## src/rtl/mux_arb_2_1.sv

```systemverilog
// rtl/mux_arb_2_1.sv - two-source round-robin arbiter onto one registered output channel.
// Define ARB_BURST_EN to let a grant run up to MAX_BURST beats; otherwise every grant is one beat.
module mux_arb_2_1 #(
  parameter int DATA_W    = 8,
  parameter int MAX_BURST = 4
) (
  input  logic              clk,
  input  logic              rst,
  input  logic              a_valid,
  input  logic [DATA_W-1:0] a_data,
  output logic              a_ready,
  input  logic              b_valid,
  input  logic [DATA_W-1:0] b_data,
  output logic              b_ready,
  output logic              out_valid,
  output logic [DATA_W-1:0] out_data,
  input  logic              out_ready,
  output logic              sel,
  output logic              busy
);

  typedef enum logic [1:0] {
    IDLE = 2'd0,
    GA   = 2'd1,
    GB   = 2'd2
  } state_t;

`ifdef ARB_BURST_EN
  localparam logic [3:0] BURST_LEN = 4'(MAX_BURST);
`else
  // Single-beat grants; MAX_BURST only shapes burst builds.
  localparam logic [3:0] BURST_LEN = (MAX_BURST > 0) ? 4'd1 : 4'd1;
`endif

  state_t            state_q, state_d;
  logic              last_q, last_d;        // last-served source, 1 = B
  logic              sel_q, sel_d;
  logic              out_valid_q, out_valid_d;
  logic [DATA_W-1:0] out_data_q, out_data_d;
  logic [3:0]        cnt_q, cnt_d;

  logic              stall;
  logic              can_take;
  logic              a_xfer;
  logic              b_xfer;
  logic              last_beat;
  logic [DATA_W-1:0] mux_data;

  assign stall     = out_valid_q & ~out_ready;
  assign can_take  = ~out_valid_q | out_ready;
  assign a_ready   = (state_q == GA) & can_take;
  assign b_ready   = (state_q == GB) & can_take;
  assign a_xfer    = a_valid & a_ready;
  assign b_xfer    = b_valid & b_ready;
  assign last_beat = (cnt_q + 4'd1) == BURST_LEN;
  assign mux_data  = sel_q ? b_data : a_data;

  always_comb begin
    state_d = state_q;
    case (state_q)
      IDLE: begin
        if (a_valid && b_valid) begin
          state_d = last_q ? GA : GB;
        end else if (a_valid) begin
          state_d = GA;
        end else if (b_valid) begin
          state_d = GB;
        end
      end
      GA: begin
        if (a_xfer) begin
          if (last_beat) state_d = b_valid ? GB : IDLE;
        end else if (!stall && !a_valid) begin
          state_d = b_valid ? GB : IDLE;
        end
      end
      GB: begin
        if (b_xfer) begin
          if (last_beat) state_d = a_valid ? GA : IDLE;
        end else if (!stall && !b_valid) begin
          state_d = a_valid ? GA : IDLE;
        end
      end
      default: state_d = IDLE;
    endcase
  end

  always_comb begin
    last_d = last_q;
    if (a_xfer) begin
      last_d = 1'b0;
    end else if (b_xfer) begin
      last_d = 1'b1;
    end

    // Any grant change starts a fresh beat count.
    cnt_d = cnt_q;
    if (state_d != state_q) begin
      cnt_d = 4'd0;
    end else if (a_xfer || b_xfer) begin
      cnt_d = cnt_q + 4'd1;
    end

    case (state_d)
      GA:      sel_d = 1'b0;
      GB:      sel_d = 1'b1;
      default: sel_d = sel_q;
    endcase

    out_valid_d = out_valid_q;
    out_data_d  = out_data_q;
    if (a_xfer || b_xfer) begin
      out_valid_d = 1'b1;
      out_data_d  = mux_data;
    end else if (out_valid_q && out_ready) begin
      out_valid_d = 1'b0;
    end
  end

  always_ff @(posedge clk or posedge rst) begin
    if (rst) begin
      state_q     <= IDLE;
      last_q      <= 1'b1;
      sel_q       <= 1'b0;
      cnt_q       <= 4'd0;
      out_valid_q <= 1'b0;
      out_data_q  <= '0;
    end else begin
      state_q     <= state_d;
      last_q      <= last_d;
      sel_q       <= sel_d;
      cnt_q       <= cnt_d;
      out_valid_q <= out_valid_d;
      out_data_q  <= out_data_d;
    end
  end

  assign out_valid = out_valid_q;
  assign out_data  = out_data_q;
  assign sel       = sel_q;
  assign busy      = (state_q != IDLE);

endmodule
```

## config.mk

```make
export PLATFORM = sky130hd
export DESIGN_NAME = mux_arb_2_1
export DESIGN_NICKNAME = d
export VERILOG_FILES = /design/src/rtl/mux_arb_2_1.sv
export SDC_FILE = /design/constraint.sdc
export NUM_CORES = 1
export LEC_CHECK = 0
export CORE_MARGIN = 1
export CORE_UTILIZATION = 37
export DETAILED_ROUTE_END_ITERATION = 8
export PLACE_DENSITY = 0.7
export SLEW_MARGIN = 0
export SYNTH_ARGS = -nofsm -noshare
export SYNTH_HDL_FRONTEND = slang
export SYNTH_SLANG_ARGS = --single-unit
```

## constraint.sdc

```tcl
create_clock -name clk -period 5.9 [get_ports clk]
set_clock_uncertainty 0.1 [all_clocks]
set_input_delay 0.59 -clock clk [delete_from_list [all_inputs] [get_ports clk]]
set_output_delay 0.59 -clock clk [all_outputs]
set_load 0.1 [all_outputs]
```

==> metrics <==
Net Count, Synth=133; Die W=between 50 and 60 um; Worst Hold Depth=2; num rows=18; sequential fraction of the synthesis area=41.33%; die height=around 55 um; Buf/Inv on CP=2; dominant cells by area after synthesis=dfrtp_1 39%, mux2i_1 8.7%, a21oi_1 5.3%; ant diodes=0; DRT Wirelength=2077 um; total core area=0.002567 mm2; setup TNS=0 ps; worst path arrival time=around 2600 ps; crit end category=primary output; antenna-violating nets left=0; fin nets=approximately 170; Yosys top cell by area=dfrtp_1; area grow syn2layout=35.64%; crit-path max FO=5; Max stage delay cell, worst path=clkdlybuf4s50_1; vias in the first global route=~800; CTS H-tree depth=1; mean post-synth cell area=around 9.5 um2; post-CTS setup buffers=0; cell mode on critical path=clkdlybuf4s50_1; worst hold start=out_data[0]; # port buffers=33; DRT iter0 DRCs=17; initial antenna violation count=0; Final Util=between 50 and 60%; async set-reset flop share out of synthesis=100.0%; period utilization=55.09%; CP Class=in -> out; clk slew on worst S/H paths=~90 ps; Hold WC Path Type=reg -> reg; Netlist cell types=39; via count=909; R2R depth=8; CTS resizes=0; CTS Buf Count=3; CTS Buffer Depth=2; Top delay family on crit path=buffers and inverters; DP Wirelength=roughly 1600 um; DR vias/cell=about 5.3; CP required=about 5200 ps; top cell type's share of synthesized area=roughly two fifths; Rel. slew slack=around 34%; Max Cap Violations=0; final hold vios=0; CTS Sinks=17; Initial Utilization=between 40 and 50%; CP max stage delay=approximately 1200 ps; worst slew pin tran=986.5 ps; Synth Flop Type=dfrtp_1; crit path time final=about 3300 ps; Seq cells post-synth=17; FF-to-FF Start=cnt_q[0]; worst flop-to-flop path endpoint=sel; largest net degree at the start of global routing=21; commonest cells in the netlist=16 x dfrtp_1, 13 x nor2_1, 11 x a21oi_1; fin. max-slew vios=0; Post-synth EDFFs=0; Worst setup SP type=input port; clk_lat worst skew=~280 ps; unrepaired setup endpoints after global routing=false; IO Count=34; RD Place Congestion=around 0.78; Synthesis Warnings=0; Pre-antenna DRT Iters=4; CTS Hold Bufs=0; layout cells sized above 1=9.220%; Worst R2R Setup Slack=roughly 3300 ps; Die Area=around 0.003 mm2; Clock Tree Root=clkbuf_4; hold endpoint=out_data[0]; # setup viols final=0; cell with the most instances after synthesis=dfrtp_1; # DRC=0; post-synthesis cell area=~0.0010 mm2; CTS tree=yes; first-pass GRT wire length=approximately 3400 um; Total GRT Usage=roughly 16%; DR WL/cell=~12 um; Synth Instances=between 100 and 150; Max Fclk=307.7 MHz; Congestion Overflow GR=0; CP cell instances=clkdlybuf4s50_1 > nor2b_1 > nor3_1 > clkdlybuf4s50_1; outcome=complete, no violations
## metrics by stage
step | hold WS, ps | setup WS (ps) | instance area [um2] | cells
final | 440.4 | 2650 | 1400 | 171
after global routing | 468.1 | 2612 | 1400 | 171
after CTS | 449.2 | 2653 | 1400 | 171
after detailed placement | 423.8 | 2665 | 1374 | 167
after global placement | 410.0 | 2712 | 1374 | 167
after floorplan | 400.5 | 1327 | 1032 | 109
## metal layers
metal	GRT usage, %	routed length [um]
met3	3.333	172
met1	20.58	952
met2	25.70	944
met4	5.128	8
met5	0	0
## layout make-up
| class | instances | area [um2] |
|---|---|---|
| multi-input combinational | 81 | 556.8 |
| timing repair buffer | 33 | 330.3 |
| tap | 30 | 37.54 |
| inverter | 6 | 22.52 |
| sequential | 17 | 426.7 |
| clock buffer | 4 | 26.28 |
| fill | 244 | 1167 |
## kinds of logic after synthesis
group / after synthesis / share of synthesized area [%]
compound gates: 28 / 18.30
xor+xnor: 3 / 2.546
fa+ha+maj: 3 / 3.637
buf+inv: 11 / 4.727
flops: 17 / 41.33
mux: 10 / 9.818
simple gates: 37 / 19.64
## sequential cells by signal (all words and copies together), names as in the netlist
name       flops
out_data       8
cnt_q          4
state_q        2
last_q         1
out_valid      1
sel            1
## worst register-to-register path, delay by kind of cell, from the launching register on
family,cells,cell delay [ps]
AND/OR/NAND/NOR,1,290
flip-flops,1,440
AO/OA/AOI/OAI,4,760
adder cells (fa/ha/maj),2,550
multiplexers,1,320
## cells in the final DEF, fill, tap and decap left out, types with 2 or more instances in the layout
cell,synthesis,routed
xnor2_1,2,2
nor3_1,5,5
and2_1,2,2
clkbuf_4,0,3
nor2b_1,2,2
a211oi_1,2,2
o21ai_0,4,4
nand2_1,4,4
ha_1,3,3
nand2b_1,2,2
and3b_2,2,2
inv_1,6,6
nor2_1,13,13
dfrtp_1,16,16
mux2i_1,9,9
a21oi_1,11,11
clkdlybuf4s50_1,0,33
## how the worst max path moves through the flow
stage                          from  slack, ps  depth (start not counted)  endpoint
final                     out_ready       2650                          4   a_ready
after global routing      out_ready       2610                          4   a_ready
after CTS                 out_ready       2650                          4   a_ready
after detailed placement  out_ready       2660                          4   a_ready
after global placement    out_ready       2710                          4   a_ready
after floorplan           out_valid       1330                          6       sel
Power is left out: the tool's default activity adds up to more than one toggle a clock period on the data nets, which glitch-free logic cannot reach.
